File: src/rtl/fft_pkg.sv
// Shared FFT datapath defaults, complex types and rounding helpers.
// Used by cmul_pipe and pipelined_butterfly.
package fft_pkg;

  localparam int DW_DEF = 16;
  localparam int TW_DEF = 16;

  typedef struct packed {
    logic signed [DW_DEF-1:0] re;
    logic signed [DW_DEF-1:0] im;
  } cplx_t;

  typedef struct packed {
    logic signed [TW_DEF-1:0] re;
    logic signed [TW_DEF-1:0] im;
  } twid_t;

  // Half an LSB of a Q1.(tw-1) product, added before the shift
  function automatic int unsigned rnd_ofs(
    input int unsigned tw
  );
    return 32'd1 << (tw - 2);
  endfunction

  localparam int unsigned RND_OFS = rnd_ofs(TW_DEF);

endpackage

File: src/rtl/cmul_pipe.sv
// Two-stage complex multiply w*b with rounding to DW+1 bits.
// Carries an opaque side payload in step with the data.
module cmul_pipe
  import fft_pkg::*;
#(
  parameter int DW = DW_DEF,
  parameter int TW = TW_DEF,
  parameter int SW = 1
) (
  input  logic                clk,
  input  logic                rst_n,
  input  logic                en,
  input  logic                in_valid,
  input  logic [2*DW-1:0]     b,
  input  logic [2*TW-1:0]     w,
  input  logic [SW-1:0]       in_side,
  output logic                out_valid,
  output logic signed [DW:0]  out_re,
  output logic signed [DW:0]  out_im,
  output logic [SW-1:0]       out_side
);

  localparam int PW = DW + TW;
  localparam logic signed [PW:0] RND =
    (PW+1)'(rnd_ofs(TW));

  logic signed [DW-1:0] br;
  logic signed [DW-1:0] bi;
  logic signed [TW-1:0] wr;
  logic signed [TW-1:0] wi;

  assign br = b[2*DW-1:DW];
  assign bi = b[DW-1:0];
  assign wr = w[2*TW-1:TW];
  assign wi = w[TW-1:0];

  logic                 v1;
  logic [SW-1:0]        s1;
  logic signed [PW-1:0] prr;
  logic signed [PW-1:0] pii;
  logic signed [PW-1:0] pri;
  logic signed [PW-1:0] pir;

  always_ff @(posedge clk or negedge rst_n) begin
    if (!rst_n) begin
      v1  <= 1'b0;
      s1  <= '0;
      prr <= '0;
      pii <= '0;
      pri <= '0;
      pir <= '0;
    end else if (en) begin
      v1  <= in_valid;
      s1  <= in_side;
      prr <= PW'(br) * PW'(wr);
      pii <= PW'(bi) * PW'(wi);
      pri <= PW'(br) * PW'(wi);
      pir <= PW'(bi) * PW'(wr);
    end
  end

  logic signed [PW:0] dre;
  logic signed [PW:0] dim;
  logic signed [DW:0] rre;
  logic signed [DW:0] rim;

  assign dre = (PW+1)'(prr) - (PW+1)'(pii) + RND;
  assign dim = (PW+1)'(pri) + (PW+1)'(pir) + RND;
  assign rre = (DW+1)'(dre >>> (TW-1));
  assign rim = (DW+1)'(dim >>> (TW-1));

  always_ff @(posedge clk or negedge rst_n) begin
    if (!rst_n) begin
      out_valid <= 1'b0;
      out_re    <= '0;
      out_im    <= '0;
      out_side  <= '0;
    end else if (en) begin
      out_valid <= v1;
      out_re    <= rre;
      out_im    <= rim;
      out_side  <= s1;
    end
  end

endmodule

File: src/rtl/pipelined_butterfly.sv
// Three-stage radix-2 butterfly Y=A+wB, Z=A-wB with valid/ready.
// Define BFLY_SAT_EN for saturation and sticky ovf; default wraps.
module pipelined_butterfly
  import fft_pkg::*;
#(
  parameter int DW = DW_DEF,
  parameter int TW = TW_DEF
) (
  input  logic            Clk,
  input  logic            Rst_n,
  input  logic            in_valid,
  output logic            in_ready,
  input  logic [2*DW-1:0] A,
  input  logic [2*DW-1:0] B,
  input  logic [2*TW-1:0] w,
  input  logic            scale,
  output logic            out_valid,
  input  logic            out_ready,
  output logic [2*DW-1:0] Y,
  output logic [2*DW-1:0] Z,
  output logic            ovf,
  input  logic            ovf_clr
);

  localparam int SW = 2*DW + 1;
  localparam int RW = DW + 2;

  logic en;

  assign en       = out_ready || !out_valid;
  assign in_ready = en;

  logic               mv;
  logic signed [DW:0] mre;
  logic signed [DW:0] mim;
  logic [SW-1:0]      mside;

  cmul_pipe #(
    .DW (DW),
    .TW (TW),
    .SW (SW)
  ) u_cmul (
    .clk       (Clk),
    .rst_n     (Rst_n),
    .en        (en),
    .in_valid  (in_valid),
    .b         (B),
    .w         (w),
    .in_side   ({scale, A}),
    .out_valid (mv),
    .out_re    (mre),
    .out_im    (mim),
    .out_side  (mside)
  );

  logic signed [DW-1:0] ar;
  logic signed [DW-1:0] ai;
  logic                 sc;

  assign sc = mside[SW-1];
  assign ar = mside[2*DW-1:DW];
  assign ai = mside[DW-1:0];

  // Optional halving rounds half-up before the shift
  function automatic logic signed [RW-1:0] fin(
    input logic signed [RW-1:0] s,
    input logic                 h
  );
    logic signed [RW-1:0] t;
    t = s + {{(RW-1){1'b0}}, 1'b1};
    return h ? (t >>> 1) : s;
  endfunction

  logic signed [RW-1:0] yre;
  logic signed [RW-1:0] yim;
  logic signed [RW-1:0] zre;
  logic signed [RW-1:0] zim;

  assign yre = fin(RW'(ar) + RW'(mre), sc);
  assign yim = fin(RW'(ai) + RW'(mim), sc);
  assign zre = fin(RW'(ar) - RW'(mre), sc);
  assign zim = fin(RW'(ai) - RW'(mim), sc);

`ifdef BFLY_SAT_EN
  localparam logic signed [RW-1:0] MAXV =
    {3'b000, {(DW-1){1'b1}}};
  localparam logic signed [RW-1:0] MINV =
    {3'b111, {(DW-1){1'b0}}};

  function automatic logic ovr(
    input logic signed [RW-1:0] s
  );
    return (s > MAXV) || (s < MINV);
  endfunction

  function automatic logic [DW-1:0] red(
    input logic signed [RW-1:0] s
  );
    if (s > MAXV)
      return MAXV[DW-1:0];
    else if (s < MINV)
      return MINV[DW-1:0];
    return DW'(s);
  endfunction
`else
  function automatic logic [DW-1:0] red(
    input logic signed [RW-1:0] s
  );
    return DW'(s);
  endfunction
`endif

  logic [2*DW-1:0] ynext;
  logic [2*DW-1:0] znext;

  assign ynext = {red(yre), red(yim)};
  assign znext = {red(zre), red(zim)};

  always_ff @(posedge Clk or negedge Rst_n) begin
    if (!Rst_n) begin
      out_valid <= 1'b0;
      Y         <= '0;
      Z         <= '0;
    end else if (en) begin
      out_valid <= mv;
      if (mv) begin
        Y <= ynext;
        Z <= znext;
      end
    end
  end

`ifdef BFLY_SAT_EN
  logic hit;
  logic y_ovf;

  assign hit = ovr(yre) | ovr(yim)
             | ovr(zre) | ovr(zim);

  always_ff @(posedge Clk or negedge Rst_n) begin
    if (!Rst_n)
      y_ovf <= 1'b0;
    else if (en && mv)
      y_ovf <= hit;
  end

  // Set on the handshake that delivers a clipped result; set beats clear
  always_ff @(posedge Clk or negedge Rst_n) begin
    if (!Rst_n)
      ovf <= 1'b0;
    else
      ovf <= (ovf && !ovf_clr)
          || (out_valid && out_ready && y_ovf);
  end
`else
  logic unused_clr;

  assign unused_clr = ovf_clr;
  assign ovf        = 1'b0;
`endif

endmodule

File: config.mk
export PLATFORM = sky130hd
export DESIGN_NAME = pipelined_butterfly
export DESIGN_NICKNAME = d
export VERILOG_FILES = /design/src/rtl/fft_pkg.sv /design/src/rtl/cmul_pipe.sv /design/src/rtl/pipelined_butterfly.sv
export SDC_FILE = /design/constraint.sdc
export NUM_CORES = 2
export LEC_CHECK = 0
export CAP_MARGIN = 10
export CORE_UTILIZATION = 25
export CTS_BUF_LIST = sky130_fd_sc_hd__clkbuf_16
export CTS_CLUSTER_SIZE = 10
export DETAILED_ROUTE_END_ITERATION = 7
export GPL_ROUTABILITY_DRIVEN = 0
export PLACE_DENSITY = 0.5
export SKIP_LAST_GASP = 1
export SLEW_MARGIN = 20
export SYNTH_ARGS = -nofsm -noshare
export SYNTH_HDL_FRONTEND = slang
export SYNTH_SLANG_ARGS = --single-unit
File: constraint.sdc
create_clock -name Clk -period 4.91 [get_ports Clk]
set_clock_uncertainty 0.05 [all_clocks]
set_input_delay 1.473 -clock Clk [delete_from_list [all_inputs] [get_ports Clk]]
set_output_delay 1.473 -clock Clk [all_outputs]
set_load 0.02 [all_outputs]
==> results.yml <==
global_routing:
  grtUsageTotal_pct: 17.5
  grt_pass1_wl_um: 307000
  grt-ovfl-total: 0
  grt_pass1_vias: 49400
  grt_max_degree: 74
  antenna_found_initial: 4
layout:
  instances_no_fill: 10400
  area_growth_pct: 34.9
  nets: 9051
  antenna_cells: 0
  post-route-cell-area_mm2: 0.0776
  drive_gt1_share_pct: 24.6
cts:
  holdBufCountCts: 0
  root_buffer: "clkbuf_16"
  clk_latency_ns: 0.62
  cts_tree: "built"
  numClockSinks: 295
  cts_htree_levels: 2
  clk_pin_slew_ns: 0.06
  cts_buffers: 43
  clockBufferDepth: 3
route:
  ant_nets: 0
  drtPass1Iterations: 6
  wl_per_cell_um: 19.4
  post-route-drc-count: 0
  vias_per_cell: 4.53
  vias: 47200
  finalWirelength_um: 202000
  drt_iter0_drc: 2671
min_path:
  min_path_type: "flop to flop"
  hold_depth: 2
logic_synthesis:
  netlist_area_mm2: 0.0575
  syn_nets: 8118
  synth_edf_count: 0
  yosysSeqAreaShare_pct: 12.8
  yosysUniqueCellTypes: 94
  synth-main-ff-cell: "dfrtp_1"
  yosys_warnings: 0
  async_flop_share_pct: 100
  syn_avg_cell_area_um2: 8.92
  synth_seq_cells: 295
  syn_inst: 6450
worst_setup_path:
  r2r_cells: 12
  critPathMaxFanout: 5
  cp-start-kind: "input port"
  critical_path_arrival_ns: 7.47
  slowest_delay_ns: 0.56
  critical_path_depth: 25
  crit_type: "input port to flop"
  cp_top_family: "adder cells"
  critPathBufInv: 8
  endpoint_kind: "flop"
  required_ns: 5.38
  crit_slowest_cell: "fa_2"
floorplan:
  io_pins: 169
  core_mm2: 0.228
  fp.dieW_um: 482
  die_h_um: 482
  placementRows: 175
  dieArea_mm2: 0.232
  initial_utilization_pct: 25.2
timing:
  drv_slew: 0
  whs_ns: 0.418
  tightest_slew_ns: 0.863
  hold_viol_final: 0
  setup_viol: 101
  final.min_clock_period_ns: 7.00
  rsz0062_at_grt: "yes"
  worst_slack_ns: -2.09
  fmax_mhz: 143
  slew_headroom_pct: 42.5
  fin_crit_sh_pct: 143
placement:
  hpwl_um: 149000
  io_buffers: 166
  dpl_worst_slack_ns: -3.30
  placed_cell_area_mm2: 0.0696
  dp_cells: 10100
status:
  status: "finished, violations left"
  violations: "setup timing"
job:
  maxCapViolations: 0
## per-stage QoR
step	utilization, %	setup TNS (ns)
CTS	33.5	-141.35
global route	34.0	-157.69
global placement	30.5	-256.40
finish	34.0	-143.59
floorplan	-	-129.14
detailed placement	30.5	-260.70
## sequential cells by signal, summed over array words and instances, names as in the netlist
signal / flops
u_cmul.pir: 32
u_cmul.pri: 32
Z: 32
u_cmul.out_re: 17
out_valid: 1
u_cmul.out_im: 17
u_cmul.v1: 1
u_cmul.prr: 32
u_cmul.out_side: 33
Y: 32
u_cmul.s1: 33
u_cmul.pii: 32
u_cmul.out_valid: 1
## logic make-up (layout without fill, tap and decap cells)
group | after synthesis | after routing | share of synthesized area, %
AND/OR/NAND/NOR | 2001 | 2001 | 16.7
flip-flops | 295 | 295 | 12.8
adder cells (fa/ha/maj) | 1566 | 1566 | 47.8
AO/OA/AOI/OAI | 809 | 809 | 8.94
buffers and inverters | 1540 | 2501 | 10.1
other | 1 | 1 | 0.00652
multiplexers | 18 | 18 | 0.320
XOR/XNOR | 220 | 220 | 3.36
## cells in the mapped netlist, drive strengths merged, types with 9 or more instances
cell type,n,area share (%)
o21a,22,0.29
a221oi,12,0.18
or3,22,0.24
a21oi,240,2.1
o211ai,16,0.21
inv,1247,8.1
xor2,80,1.2
nand3,66,0.58
o21ai,196,1.7
nor3b,13,0.17
nand2b,49,0.53
and2,505,5.5
and3,24,0.26
mux2i,15,0.26
a211oi,45,0.60
dfrtp,295,13
a211o,9,0.14
xnor2,140,2.1
o22ai,9,0.098
o21bai,27,0.35
nor2b,21,0.23
nand4,21,0.23
buf,18,0.15
ha,514,11
fa,1052,37
nand2,914,6.0
clkbuf,274,1.8
a31oi,30,0.35
nor2,251,1.6
a21o,86,1.1
o31ai,24,0.31
nor3,56,0.50
nand3b,10,0.14
a21boi,9,0.12
nor4,11,0.13
## routing by layer
layer	up-vias	track usage, %	part of all wire, %
met1	23900	23.9	45
li1	21800	-	-
met3	304	1.49	4.5
met5	-	0	0.014
met4	4	7.22	5.2
met2	1154	28.3	46
## area by class of cell
type	instances	area [um^2]
sequential	295	7380
multi-input combinational	4615	47800
fill	23300	151000
tap	3009	3760
inverter	1248	4700
timing repair buffer	1180	12600
clock buffer	45	1130
clock inverter	28	255
## worst paths after layout
path                       slack (ns)                            end                      start
max in group asynchronous        3.13     u_cmul.prr[23]$_DFFE_PN0N_                      Rst_n
min in group asynchronous        0.83       u_cmul.s1[2]$_DFFE_PN0N_                      Rst_n
setup reg to reg                 0.93  u_cmul.out_im[15]$_DFFE_PN0N_  u_cmul.pir[6]$_DFFE_PN0N_
hold reg to reg                  0.42      u_cmul.pii[0]$_DFFE_PN0N_  u_cmul.pii[0]$_DFFE_PN0N_
hold / removal                   0.42      u_cmul.pii[0]$_DFFE_PN0N_  u_cmul.pii[0]$_DFFE_PN0N_
setup / recovery                -2.09     u_cmul.pii[27]$_DFFE_PN0N_                       w[5]
## tightest hold or removal path, delay by kind of cell (launching register included)
family           cells  cell delay (ns)
and+or+nand+nor      2             0.10
DFF                  1             0.33
## cells in the final DEF, fill, tap and decap left out, types with 20 or more instances in the layout
cell and count:
clkdlybuf4s50_1 103, and3_1 21, ha_1 426, a31oi_1 26, and2_1 398, buf_12 127
fa_1 979, nand4_1 21, xnor2_1 114, a21oi_2 51, o21ai_2 24, buf_8 29
clkbuf_16 47, a21oi_1 173, nor2b_1 20, o21ai_1 49, a211oi_1 30, buf_6 142
fa_2 73, nor2_1 227, xor2_1 61, o21bai_1 26, nand2b_1 43, o21ai_0 117
and2_4 106, a21o_1 85, buf_16 32, inv_2 102, or3_1 21, buf_4 712
nand2_2 31, ha_4 72, inv_1 1148, dfrtp_1 294, nand2_1 864, nor3_1 51
nand3_1 63
## repair_timing
action | CTS | global route
pin swaps | 356 | 259
cloned | 47 | 2
gates resized for setup | 888 | 268
buffers inserted | 225 | 60
endpoints found under the setup margin | 107 | 104
Power is left out: the tool's default activity adds up to more than one toggle a clock period on the data nets, which glitch-free logic cannot reach.
